**src/rtl/regfile_pkg.sv**
```systemverilog
// Shared constants, clear FSM state type and write-port priority helper
// for the multi-port register file.
package regfile_pkg;

    localparam int unsigned DATA_W_DEF = 19;
    localparam int unsigned DEPTH_DEF  = 8;

    typedef enum logic {
        IDLE,
        CLEAR
    } clr_state_e;

    // Source selected for a register location or a read bypass
    typedef enum logic [1:0] {
        SEL_STORE,
        SEL_A,
        SEL_B
    } wsel_e;

    // Port A (ALU) has priority over port B (load return) on the same address
    function automatic wsel_e wr_sel(input logic a_hit, input logic b_hit);
        if (a_hit) begin
            return SEL_A;
        end else if (b_hit) begin
            return SEL_B;
        end
        return SEL_STORE;
    endfunction

endpackage

```
**src/rtl/regfile_clear_seq.sv**
```systemverilog
// Sequential bank-clear engine: walks every register address once,
// emitting a clear-write strobe per cycle, then pulses done.
module regfile_clear_seq
    import regfile_pkg::*;
#(
    parameter int unsigned DEPTH  = DEPTH_DEF,
    parameter int unsigned ADDR_W = $clog2(DEPTH)
) (
    input  logic              clk,
    input  logic              rst,
    input  logic              start_i,
    output logic              clr_we_o,
    output logic [ADDR_W-1:0] clr_addr_o,
    output logic              busy_o,
    output logic              done_o
);

    clr_state_e        state_q, state_d;
    logic [ADDR_W-1:0] cnt_q, cnt_d;
    logic              done_q, done_d;

    // State, counter and done-pulse registers
    always_ff @(posedge clk or posedge rst) begin
        if (rst) begin
            state_q <= IDLE;
            cnt_q   <= '0;
            done_q  <= 1'b0;
        end else begin
            state_q <= state_d;
            cnt_q   <= cnt_d;
            done_q  <= done_d;
        end
    end

    // Next-state logic; start is only honoured from IDLE
    always_comb begin
        state_d = state_q;
        cnt_d   = cnt_q;
        done_d  = 1'b0;
        unique case (state_q)
            IDLE: begin
                if (start_i) begin
                    state_d = CLEAR;
                    cnt_d   = '0;
                end
            end
            CLEAR: begin
                if (cnt_q == ADDR_W'(DEPTH - 1)) begin
                    state_d = IDLE;
                    done_d  = 1'b1;
                end else begin
                    cnt_d = cnt_q + 1'b1;
                end
            end
            default: begin
                state_d = IDLE;
            end
        endcase
    end

    assign clr_we_o   = (state_q == CLEAR);
    assign clr_addr_o = cnt_q;
    assign busy_o     = (state_q == CLEAR);
    assign done_o     = done_q;

endmodule

```
**src/rtl/regfile_mp.sv**
```systemverilog
// Multi-port register file: two combinational read ports with same-cycle
// write bypass, two write ports (A has priority), per-register busy
// scoreboard and a sequential bank-clear engine.
module regfile_mp
    import regfile_pkg::*;
#(
    parameter int unsigned DATA_W   = DATA_W_DEF,
    parameter int unsigned DEPTH    = DEPTH_DEF,
    parameter int unsigned ADDR_W   = $clog2(DEPTH),
    parameter bit          ZERO_REG = 1'b0
) (
    input  logic              clk,
    input  logic              rst,
    input  logic [ADDR_W-1:0] rd_addr1,
    input  logic [ADDR_W-1:0] rd_addr2,
    output logic [DATA_W-1:0] rd_data1,
    output logic [DATA_W-1:0] rd_data2,
    output logic              rd_busy1,
    output logic              rd_busy2,
    input  logic              wa_en,
    input  logic [ADDR_W-1:0] wa_addr,
    input  logic [DATA_W-1:0] wa_data,
    input  logic              wb_en,
    input  logic [ADDR_W-1:0] wb_addr,
    input  logic [DATA_W-1:0] wb_data,
    input  logic              busy_set,
    input  logic [ADDR_W-1:0] busy_addr,
    input  logic              clear_start,
    output logic              clear_busy,
    output logic              clear_done,
    output logic              wr_collision
);

    logic [DATA_W-1:0] regs_q [DEPTH];
    logic [DATA_W-1:0] regs_d [DEPTH];
    logic [DEPTH-1:0]  busy_q, busy_d;
    logic              coll_q, coll_d;

    logic              clr_we;
    logic [ADDR_W-1:0] clr_addr;
    logic              clr_active;

    logic              host_ok;
    logic              wa_ok, wb_ok, bs_ok;

    regfile_clear_seq #(
        .DEPTH  (DEPTH),
        .ADDR_W (ADDR_W)
    ) u_clear (
        .clk        (clk),
        .rst        (rst),
        .start_i    (clear_start),
        .clr_we_o   (clr_we),
        .clr_addr_o (clr_addr),
        .busy_o     (clr_active),
        .done_o     (clear_done)
    );

    assign clear_busy = clr_active;

    // Host-side enables: suppressed during a clear and for the hardwired zero register
    always_comb begin
        host_ok = ~clr_active;
        wa_ok   = wa_en    & host_ok & ~(ZERO_REG && (wa_addr   == '0));
        wb_ok   = wb_en    & host_ok & ~(ZERO_REG && (wb_addr   == '0));
        bs_ok   = busy_set & host_ok & ~(ZERO_REG && (busy_addr == '0));
        coll_d  = wa_en & wb_en & host_ok & (wa_addr == wb_addr);
    end

    // Bank and scoreboard next state; clear-engine write overrides host activity
    always_comb begin
        regs_d = regs_q;
        busy_d = busy_q;
        for (int unsigned i = 0; i < DEPTH; i++) begin
            case (wr_sel(wa_ok && (wa_addr == ADDR_W'(i)),
                         wb_ok && (wb_addr == ADDR_W'(i))))
                SEL_A:   regs_d[i] = wa_data;
                SEL_B:   regs_d[i] = wb_data;
                default: regs_d[i] = regs_q[i];
            endcase
            // A dropped port-B write on a collision still retires the load
            if (wb_ok && (wb_addr == ADDR_W'(i))) begin
                busy_d[i] = 1'b0;
            end
            if (bs_ok && (busy_addr == ADDR_W'(i))) begin
                busy_d[i] = 1'b1;
            end
            if (clr_we && (clr_addr == ADDR_W'(i))) begin
                regs_d[i] = '0;
                busy_d[i] = 1'b0;
            end
        end
    end

    // Bank, scoreboard and collision-pulse registers
    always_ff @(posedge clk or posedge rst) begin
        if (rst) begin
            regs_q <= '{default: '0};
            busy_q <= '0;
            coll_q <= 1'b0;
        end else begin
            regs_q <= regs_d;
            busy_q <= busy_d;
            coll_q <= coll_d;
        end
    end

    assign wr_collision = coll_q;

    // Read port 1 with same-cycle write bypass
    always_comb begin
        case (wr_sel(wa_ok && (wa_addr == rd_addr1), wb_ok && (wb_addr == rd_addr1)))
            SEL_A:   rd_data1 = wa_data;
            SEL_B:   rd_data1 = wb_data;
            default: rd_data1 = regs_q[rd_addr1];
        endcase
        rd_busy1 = busy_q[rd_addr1];
    end

    // Read port 2 with same-cycle write bypass
    always_comb begin
        case (wr_sel(wa_ok && (wa_addr == rd_addr2), wb_ok && (wb_addr == rd_addr2)))
            SEL_A:   rd_data2 = wa_data;
            SEL_B:   rd_data2 = wb_data;
            default: rd_data2 = regs_q[rd_addr2];
        endcase
        rd_busy2 = busy_q[rd_addr2];
    end

endmodule

```
**config.mk**
```make
export PLATFORM = sky130hd
export DESIGN_NAME = regfile_mp
export DESIGN_NICKNAME = d
export VERILOG_FILES = /design/src/rtl/regfile_pkg.sv /design/src/rtl/regfile_clear_seq.sv /design/src/rtl/regfile_mp.sv
export SDC_FILE = /design/constraint.sdc
export NUM_CORES = 1
export LEC_CHECK = 0
export BUFFER_PORTS_ARGS = -buffer_cell sky130_fd_sc_hd__buf_2
export CORE_ASPECT_RATIO = 1.75
export CORE_MARGIN = 2
export CORE_UTILIZATION = 55
export DETAILED_ROUTE_END_ITERATION = 10
export HOLD_SLACK_MARGIN = 0.06
export PLACE_DENSITY = 0.8
export SETUP_SLACK_MARGIN = 0.02
export SLEW_MARGIN = 20
export SYNTH_ARGS = -nofsm -noshare
export SYNTH_HDL_FRONTEND = slang
export SYNTH_SLANG_ARGS = --single-unit
```
**constraint.sdc**
```tcl
create_clock -name clk -period 4.6 [get_ports clk]
set_clock_uncertainty 0.05 [all_clocks]
set_input_delay 0.46 -clock clk [delete_from_list [all_inputs] [get_ports clk]]
set_output_delay 0.46 -clock clk [all_outputs]
set_load 0.005 [all_outputs]
```
# [Word-level counts from Yosys, hierarchy flattened]
# Cells that the tools add are included.
# W data, S select, Z words.
[op_classes] shift=0 muxes=110 magnitude_cmp=4 bitwise_logic=9 eq_ne=55 n_addsub=1 div=0 multipliers=0 n_reduce_logical=57
[op_table] cell="$pmux W19 S2" n=10
[op_table] cell="$mux W19" n=12
[op_table] cell="$bmux W19 S3" n=2
[op_table] cell="$mux W2" n=30
[op_table] cell="$mux W1" n=50
[op_table] cell="$eq A3 B3 Y1 const B" n=16
[op_table] cell="$reduce_bool A3 Y1" n=16
[op_table] cell="$logic_and A1 B1 Y1" n=36
[op_table] cell="$eq A3 B2 Y1 const B" n=8
[op_table] cell="$eq A2 B1 Y1 const B" n=10
[op_table] cell="$eq A2 B2 Y1 const B" n=10
[op_table] cell="$eq A3 B3 Y1" n=5
[op_table] cell="$eq A3 B1 Y1 const B" n=4
[op_table] cell="$logic_not A3 Y1" n=4
[op_table] cell="$ge A4 B4 Y1 const B" n=2
[op_table] cell="$lt A3 B4 Y1 const B" n=2
[op_table] cell="$not A3 Y4" n=2
[op_table] cell="$and A1 B1 Y1" n=6
[op_table] cell="$bmux W1 S3" n=2
[op_table] cell="$mux W3" n=2
[op_table] cell="$pmux W3 S2" n=1
[op_table] cell="$ne A2 B2 Y1 const B" n=2
[op_table] cell="$add A3 B1 Y3 const B" n=1
[op_table] cell="$pmux W1 S2" n=1
[op_table] cell="other kinds (2)" n=2
[totals] rom_bits=0 mem_bits_rw=0 latchBits=0 n_memories=0 reg_bits=166 elab_cells=256

# [Logic depth before layout (Yosys ltp)]
# Gate-level depths: netlist of the first run.
[depth] depth_word=9 mapped_depth=7

# [By module]
# From an unflattened synthesis of the first run, not the netlist that was laid out.
[unflattened] cells_unflattened=1103 hier_area_um2=11989.0
[modules_own_cells] module="regfile_mp" area_each_um2=11762.5 instances=1 seq_area_each_um2=4028.9 cells_each=1083
[modules_own_cells] module="regfile_clear_seq" area_each_um2=226.5 instances=1 seq_area_each_um2=125.1 cells_each=20

# [Worst setup path after synthesis of the first run]
# No wires, ideal clock.
[synth_timing] path_type="input port to output port" startpoint="input rd_addr1[0]" endpoint="output rd_data1[5]" setup_slack_ps=2412 path_stages=5 path_buffers=2 arrival_ps=1678 required_time_ps=4090 cell_sequence="buf_2 > buf_2 > mux4_2 > mux2i_1 > o221ai_2"
[synth_between] elab_chain_cells=7 elab_cells_between_ends=15 cone_classes="eq/ne: 4; mux: 8; bitwise: 1; reduce/logical: 2"
[synth_lines] item="start, declared" line_no="regfile_mp.sv:14" source="input logic [ADDR_W-1:0] rd_addr1,"
[synth_lines] item="$eq A3 B3 Y1" line_no="regfile_mp.sv:112" source="case (wr_sel(wa_ok && (wa_addr == rd_addr1), wb_ok && (wb_addr == rd_addr1)))"
[synth_lines] item="$logic_and A1 B1 Y1" line_no="regfile_mp.sv:112"
[synth_lines] item="$mux W1" line_no="regfile_pkg.sv:24" source="end else if (b_hit) begin"
[synth_lines] item="$mux W1" line_no="regfile_pkg.sv:22" source="if (a_hit) begin"
[synth_lines] item="$mux W2" line_no="regfile_pkg.sv:27" source="return SEL_STORE;"
[synth_lines] item="$eq A2 B2 Y1 / $eq A2 B1 Y1 (equally long branches)" line_no="regfile_mp.sv:112"
[synth_lines] item="$pmux W19 S2 *" line_no="regfile_mp.sv:112"
[synth_lines] item="end, declared" line_no="regfile_mp.sv:16" source="output logic [DATA_W-1:0] rd_data1,"
# Mark *: on every way between the ends. The rest lies on a longest branch, timed or not. The select of a mux whose other input is x is not followed.

# [Worst setup path in the final report of the first run]
[layout_timing] startpoint="register u_clear.state_q (netlist: u_clear.busy_o)" endpoint="output rd_data2[10]"
[layout_between] elab_chain_cells=8 elab_cells_between_ends=12 cone_classes="eq/ne: 2; mux: 5; bitwise: 3; reduce/logical: 2"
[layout_lines] item="start, declared" line_no="regfile_clear_seq.sv:18" source="clr_state_e state_q, state_d;"
[layout_lines] item="start signal, assigned" line_no="regfile_clear_seq.sv:29" source="state_q <= state_d;"
[layout_lines] item="$not A1 Y1 *" line_no="regfile_mp.sv:63" source="host_ok = ~clr_active;"
[layout_lines] item="$and A1 B1 Y1" line_no="regfile_mp.sv:65" source="wb_ok = wb_en & host_ok & ~(ZERO_REG && (wb_addr == '0));"
[layout_lines] item="$logic_and A1 B1 Y1" line_no="regfile_mp.sv:122" source="case (wr_sel(wa_ok && (wa_addr == rd_addr2), wb_ok && (wb_addr == rd_addr2)))"
[layout_lines] item="$mux W1" line_no="regfile_pkg.sv:24"
[layout_lines] item="$mux W1" line_no="regfile_pkg.sv:22"
[layout_lines] item="$mux W2 *" line_no="regfile_pkg.sv:27"
[layout_lines] item="$eq A2 B2 Y1 / $eq A2 B1 Y1 (equally long branches)" line_no="regfile_mp.sv:122"
[layout_lines] item="$pmux W19 S2 *" line_no="regfile_mp.sv:122"
[layout_lines] item="end, declared" line_no="regfile_mp.sv:17" source="output logic [DATA_W-1:0] rd_data2,"
# Mark *: on every way between the ends. The rest lies on a longest branch, timed or not.

==> results of run 1 <==
==> cells by family after synthesis <==
kind of cell               Yosys count  share of synthesized area [%]
AOI/OAI and AO/OA                  188                           14.0
muxes                              292                           33.5
DFF                                166                           35.2
buffers and inverters              165                           6.99
and+or+nand+nor                    219                           8.52
adders and majority gates            6                          0.636
xor gates and xnor gates            16                           1.19
==> cells in the mapped netlist, types with 2 or more instances <==
cell / number / area, um^2
a211oi_1: 95 / 713
a21oi_1: 3 / 15.0
a22oi_1: 2 / 15.0
a32o_1: 3 / 30.0
and2_1: 4 / 25.0
and3_1: 4 / 25.0
and3b_1: 2 / 17.5
buf_1: 5 / 18.8
buf_2: 44 / 220
buf_4: 12 / 90.1
buf_6: 14 / 158
clkbuf_1: 64 / 240
dfrtp_1: 166 / 4150
ha_1: 6 / 75.1
inv_1: 25 / 93.8
mux2_2: 21 / 236
mux2i_1: 190 / 1900
mux4_2: 80 / 1800
nand2_1: 73 / 274
nand2b_1: 6 / 37.5
nand3_1: 2 / 10.0
nand4_1: 2 / 12.5
nor2_1: 102 / 383
nor2_2: 2 / 12.5
nor2b_1: 4 / 25.0
nor3b_1: 2 / 15.0
nor4_2: 3 / 37.5
o21ai_2: 2 / 17.5
o221ai_1: 18 / 158
o221ai_2: 20 / 300
o2bb2ai_1: 38 / 333
o31ai_1: 2 / 15.0
or2_1: 2 / 12.5
or3_1: 2 / 12.5
xnor2_1: 9 / 78.8
xor2_1: 7 / 61.3
==> layout make-up <==
cell class / count / area (um^2)
diodes: 2 / 5.00
clock buffers: 19 / 453
clock inverters: 13 / 146
fillers: 1650 / 8200
inverters: 26 / 101
multi-input cells: 721 / 6870
flip-flops and latches: 166 / 4150
well taps: 252 / 315
repair buffers: 135 / 773
==> report_power, final <==
group          internal, mW  switching [mW]
sequential             2.03           0.470
combinational          1.30            1.28
clock                 0.837           0.641
total                  4.17            2.39
==> how the worst max path moves through the flow <==
stage / from / to / slack [ns]
final: u_clear.busy_o$_DFF_PP0_ / rd_data2[10] / 0.62
after global routing: u_clear.busy_o$_DFF_PP0_ / rd_data2[10] / 0.59
after CTS: u_clear.busy_o$_DFF_PP0_ / rd_data1[0] / 0.71
after detailed placement: u_clear.busy_o$_DFF_PP0_ / rd_data1[0] / 1.18
after global placement: wa_addr[2] / rd_data2[0] / 1.17
after floorplan: rst / busy_q[0]$_DFFE_PP0P_ / 1.98
==> through the flow <==
| stage | hold WS [ns] | util, % | setup WS [ns] | instances | power (mW) |
|---|---|---|---|---|---|
| floorplan | 0.417 | - | 1.98 | 1052 | 4.21 |
| global placement | 0.432 | 58.1 | 1.17 | 1300 | 4.89 |
| detailed placement | 0.444 | 58.1 | 1.18 | 1300 | 5.03 |
| CTS | 0.111 | 60.9 | 0.715 | 1332 | 6.51 |
| global route | 0.147 | 61.0 | 0.588 | 1334 | 6.86 |
| finish | 0.0934 | 61.0 | 0.616 | 1334 | 6.56 |
==> metal layers <==
metal  up-vias  wire length (um)  GRT usage [%]  share of wire, %
li1       3979                 -              -                 -
met1      4784             12800           40.5                34
met2       667             18500           55.1                49
met3       189              3240           5.94               8.7
met4         0              2880           24.1               7.7
met5         -                 0              0                 0
==> flip-flops by register name (all words and copies together), names as in the netlist <==
register / cells
regs_q: 152
u_clear.clr_addr_o: 3
u_clear.busy_o: 1
u_clear.done_o: 1
busy_q: 8
wr_collision: 1
==> critical path, delay by kind of cell (launching register included) <==
family,cells,cell delay [ns]
simple gates,3,1.69
buf+inv,3,0.79
flops,1,0.37
compound gates,1,0.20
==> results_dict.tcl, run 1 <==
set metrics [dict create \
    dieArea_um2 22700 \
    slew_headroom_pct 22.6 \
    design_area_um2 12800 \
    rsz0062_at_grt "no" \
    die_h_um 198 \
    start_util_pct 56.1 \
    finalHoldViolCount 0 \
    worstSetupPathType "register to output port" \
    antenna_found_initial 2 \
    clockBufferDepth 2 \
    yosysSeqAreaShare_pct 35.2 \
    p_per_area_nw_per_um2 512 \
    grt_pass1_wl_um 57300 \
    cp_cell_sequence "buf_4 -> nand2b_1 -> nor4_4 -> nand2b_1 -> buf_4 -> o221ai_1 -> buf_2" \
    ys_ff_latch 166 \
    core.rowCount 70 \
    portBuffers 101 \
    drt-total-wl_um 37400 \
    place_area_um2 12200 \
    cts_setup_buffers 0 \
    overflow 0 \
    critPathLaunchType "register" \
    drtIter0Drc 930 \
    r2r_cells 5 \
    grt_start_max_net_pins 137 \
    cpPeakStageDelay_ns 0.72 \
    tritoncts "done" \
    ys_types 52 \
    vias_per_cell 7.21 \
    synth_edf_count 0 \
    num_vias 9619 \
    period_share_pct 86.6 \
    period_minus_slack_ns 3.98 \
    synthArstFlopShare_pct 100 \
    final_layout_size_suffix_gt1_share_pct 28.5 \
    first_pass_iters 5 \
    syn_inst 1052 \
    rr_endpoint "regs_q[149]$_DFFE_PP0P_" \
    clkTransAtPathRegs_ns 0.07 \
    ant_nets 0 \
    post_cts_resized 0 \
    ir_drop_mv 0.265 \
    cp.arrival_ns 3.47 \
    avgSynthCellArea_um2 11.2 \
    post_drt_wl_per_cell_um 28.0 \
    cp_slowest_cell "nor4_4" \
    rrSetupSlack_ns 1.95 \
    r2r-start "u_clear.busy_o$_DFF_PP0_" \
    required_ns 4.09 \
    worstPathMaxFanout 25 \
    insertion_delay_ns 0.43 \
    mostFrequentLayoutCell "mux2i_1" \
    clock-sinks 166 \
    setup_viol 0 \
    fin_nets 1132 \
    tightest_slew_ns 1.16 \
    status "completed" \
    htreeDepth 4 \
    layout_common_cells "mux2i_1, dfrtp_1, nor2_1" \
    die_w_um 115 \
    drc 0 \
    groute.usage.overall_pct 33.9 \
    core_area_um2 21000 \
    cap_violations 0 \
    ys_warn_count 0 \
    fmax_ghz 0.251 \
    gp_congestion 0.858 \
    finalSetupTns_ns 0 \
    synth_fp_nets 1117 \
    cts_made_buffers 17 \
    synth_flop_cell "dfrtp_1" \
    syn_area_um2 11800 \
    hold_path_class "input pin to asynchronous set/reset pin" \
    area_growth_pct 8.59 \
    io_pins 102 \
    cts_root_buffer "clkbuf_16" \
    dp_hpwl_um 22500 \
    leakagePower_nw 5.89 \
    grt_pass1_vias 9902 \
    final_max_slew_viol_count 0 \
    hold_buffers 0 \
    cp-end-kind "output port" \
]
Power figures use the tool's default switching activity.
==> run 2: changes to the inputs <==
- BUFFER_PORTS_ARGS: -buffer_cell sky130_fd_sc_hd__buf_2 -> -buffer_cell sky130_fd_sc_hd__buf_4
==> run 2 against run 1 <==
Non-clock buffer count decreased by 1. Via count is 0.81% higher. Clock power decreased by 4%.
==> results_dict.tcl, run 2 (same netlist as run 1, synthesis figures left out) <==
set metrics [dict create \
    cts_root_buffer "clkbuf_16" \
    fillers 1667 \
    io_pins 102 \
    gp_congestion 0.879 \
    cap_violations 0 \
    final_layout_size_suffix_gt1_share_pct 28.0 \
    worstSetupPathType "input pin to output port" \
    tritoncts "done" \
    cts_made_buffers 17 \
    clock-sinks 166 \
    core.rowCount 70 \
    portBuffers 101 \
    grt_pass1_vias 9934 \
    drt-total-wl_um 37600 \
    num_vias 9697 \
    clkTransAtPathRegs_ns 0.06 \
    antenna_found_initial 1 \
    top_layer_used "met4" \
    insertion_delay_ns 0.43 \
    finalHoldViolCount 0 \
    rsz0062_at_grt "no" \
    largest_reg_flops 152 \
    hold_path_class "input pin to asynchronous set/reset pin" \
    period_share_pct 77.5 \
    first_pass_iters 5 \
    wl_met3_um 3000 \
    clockBufferDepth 2 \
    dieArea_um2 22700 \
    grt_pass1_wl_um 57200 \
    die_w_um 115 \
    fin_nets 1131 \
    tightest_slew_ns 1.02 \
    regMostFlops "regs_q" \
    slew_headroom_pct 32.3 \
    cp.arrival_ns 3.06 \
    dp_hpwl_um 23200 \
    area_growth_pct 10.4 \
    htreeDepth 4 \
    status "completed" \
    place_ws_ns 1.07 \
    critPathLaunchType "input pin" \
    start_util_pct 56.1 \
    vias_per_cell 7.29 \
    fmax_ghz 0.280 \
    cts_setup_buffers 0 \
    layout_common_cells "mux2i_1, dfrtp_1, buf_4" \
    fin_ws_ns 1.03 \
    setup_viol 0 \
    drc 0 \
    cp-end-kind "output port" \
    required_ns 4.09 \
    leakagePower_nw 5.93 \
    core_area_um2 21000 \
    post_drt_wl_per_cell_um 28.3 \
    p_per_area_nw_per_um2 508 \
    drtIter0Drc 1118 \
    die_h_um 198 \
    finalSetupTns_ns 0 \
    post_cts_resized 0 \
    worstPathMaxFanout 22 \
    wirelength_met1_um 12900 \
    final_max_slew_viol_count 0 \
    period_minus_slack_ns 3.57 \
    ir_drop_mv 0.275 \
    mostFrequentLayoutCell "mux2i_1" \
    met2_length_um 18700 \
    grt_start_max_net_pins 137 \
    worst_hold_slack_ns 0.0974 \
    groute.usage.overall_pct 33.9 \
    overflow 0 \
    ant_nets 0 \
    hold_buffers 0 \
]
run 2: worst max-delay path: stages:
cell and delay [ns]:
buf_4 0.41, xor2_1 0.19, nor4_4 0.48, nand2b_1 0.85
buf_4 0.33, o221ai_1 0.15, buf_4 0.17
run 2: where the power goes:
group / switching, mW / total (mW) / internal, mW
registers: 0.476 / 2.51 / 2.03
clock network: 0.602 / 1.42 / 0.821
logic: 1.29 / 2.69 / 1.41
run 2: cell type report:
type                    count  area (um^2)  area share [%]
diodes                      1         2.50          0.0192
clock inverters             8         98.8           0.759
inverters                  26          101           0.778
well taps                 252          315            2.42
repair buffers            134         1030            7.87
clock buffers              22          464            3.56
multi-input cells         721         6870            52.7
flip-flops and latches    166         4150            31.9
run 2: final timing paths:
| kind | from | end | slack, ns | depth (start not counted) |
|---|---|---|---|---|
| min reg2reg | regs_q[83]$_DFFE_PP0P_ | regs_q[83]$_DFFE_PP0P_ | 0.46 | 1 |
| min | rst | regs_q[32]$_DFFE_PP0P_ | 0.1 | 2 |
| max reg2reg | u_clear.busy_o$_DFF_PP0_ | regs_q[124]$_DFFE_PP0P_ | 1.90 | 6 |
| max | rd_addr2[2] | rd_data2[17] | 1.03 | 7 |
| max in group asynchronous | rst | regs_q[15]$_DFFE_PP0P_ | 3.20 | 3 |
| min in group clk | clear_start | u_clear.clr_addr_o[1]$_DFFE_PP0P_ | 0.18 | 2 |
run 2: through the flow:
| step | std cells | power (mW) | util [%] | instance area, um^2 |
|---|---|---|---|---|
| after floorplan | 1052 | 4.21 | - | 11800 |
| after global placement | 1298 | 5.00 | 59.2 | 12400 |
| after detailed placement | 1298 | 5.13 | 59.2 | 12400 |
| after CTS | 1328 | 6.56 | 61.9 | 13000 |
| after global routing | 1330 | 6.92 | 62.0 | 13000 |
| final | 1330 | 6.62 | 62.0 | 13000 |
run 2: metal layers:
| metal | up-vias | GRT usage (%) |
|---|---|---|
| li1 | 3980 | - |
| met1 | 4879 | 39.7 |
| met2 | 635 | 55.4 |
| met3 | 203 | 5.51 |
| met4 | 0 | 25.4 |
| met5 | - | 0 |
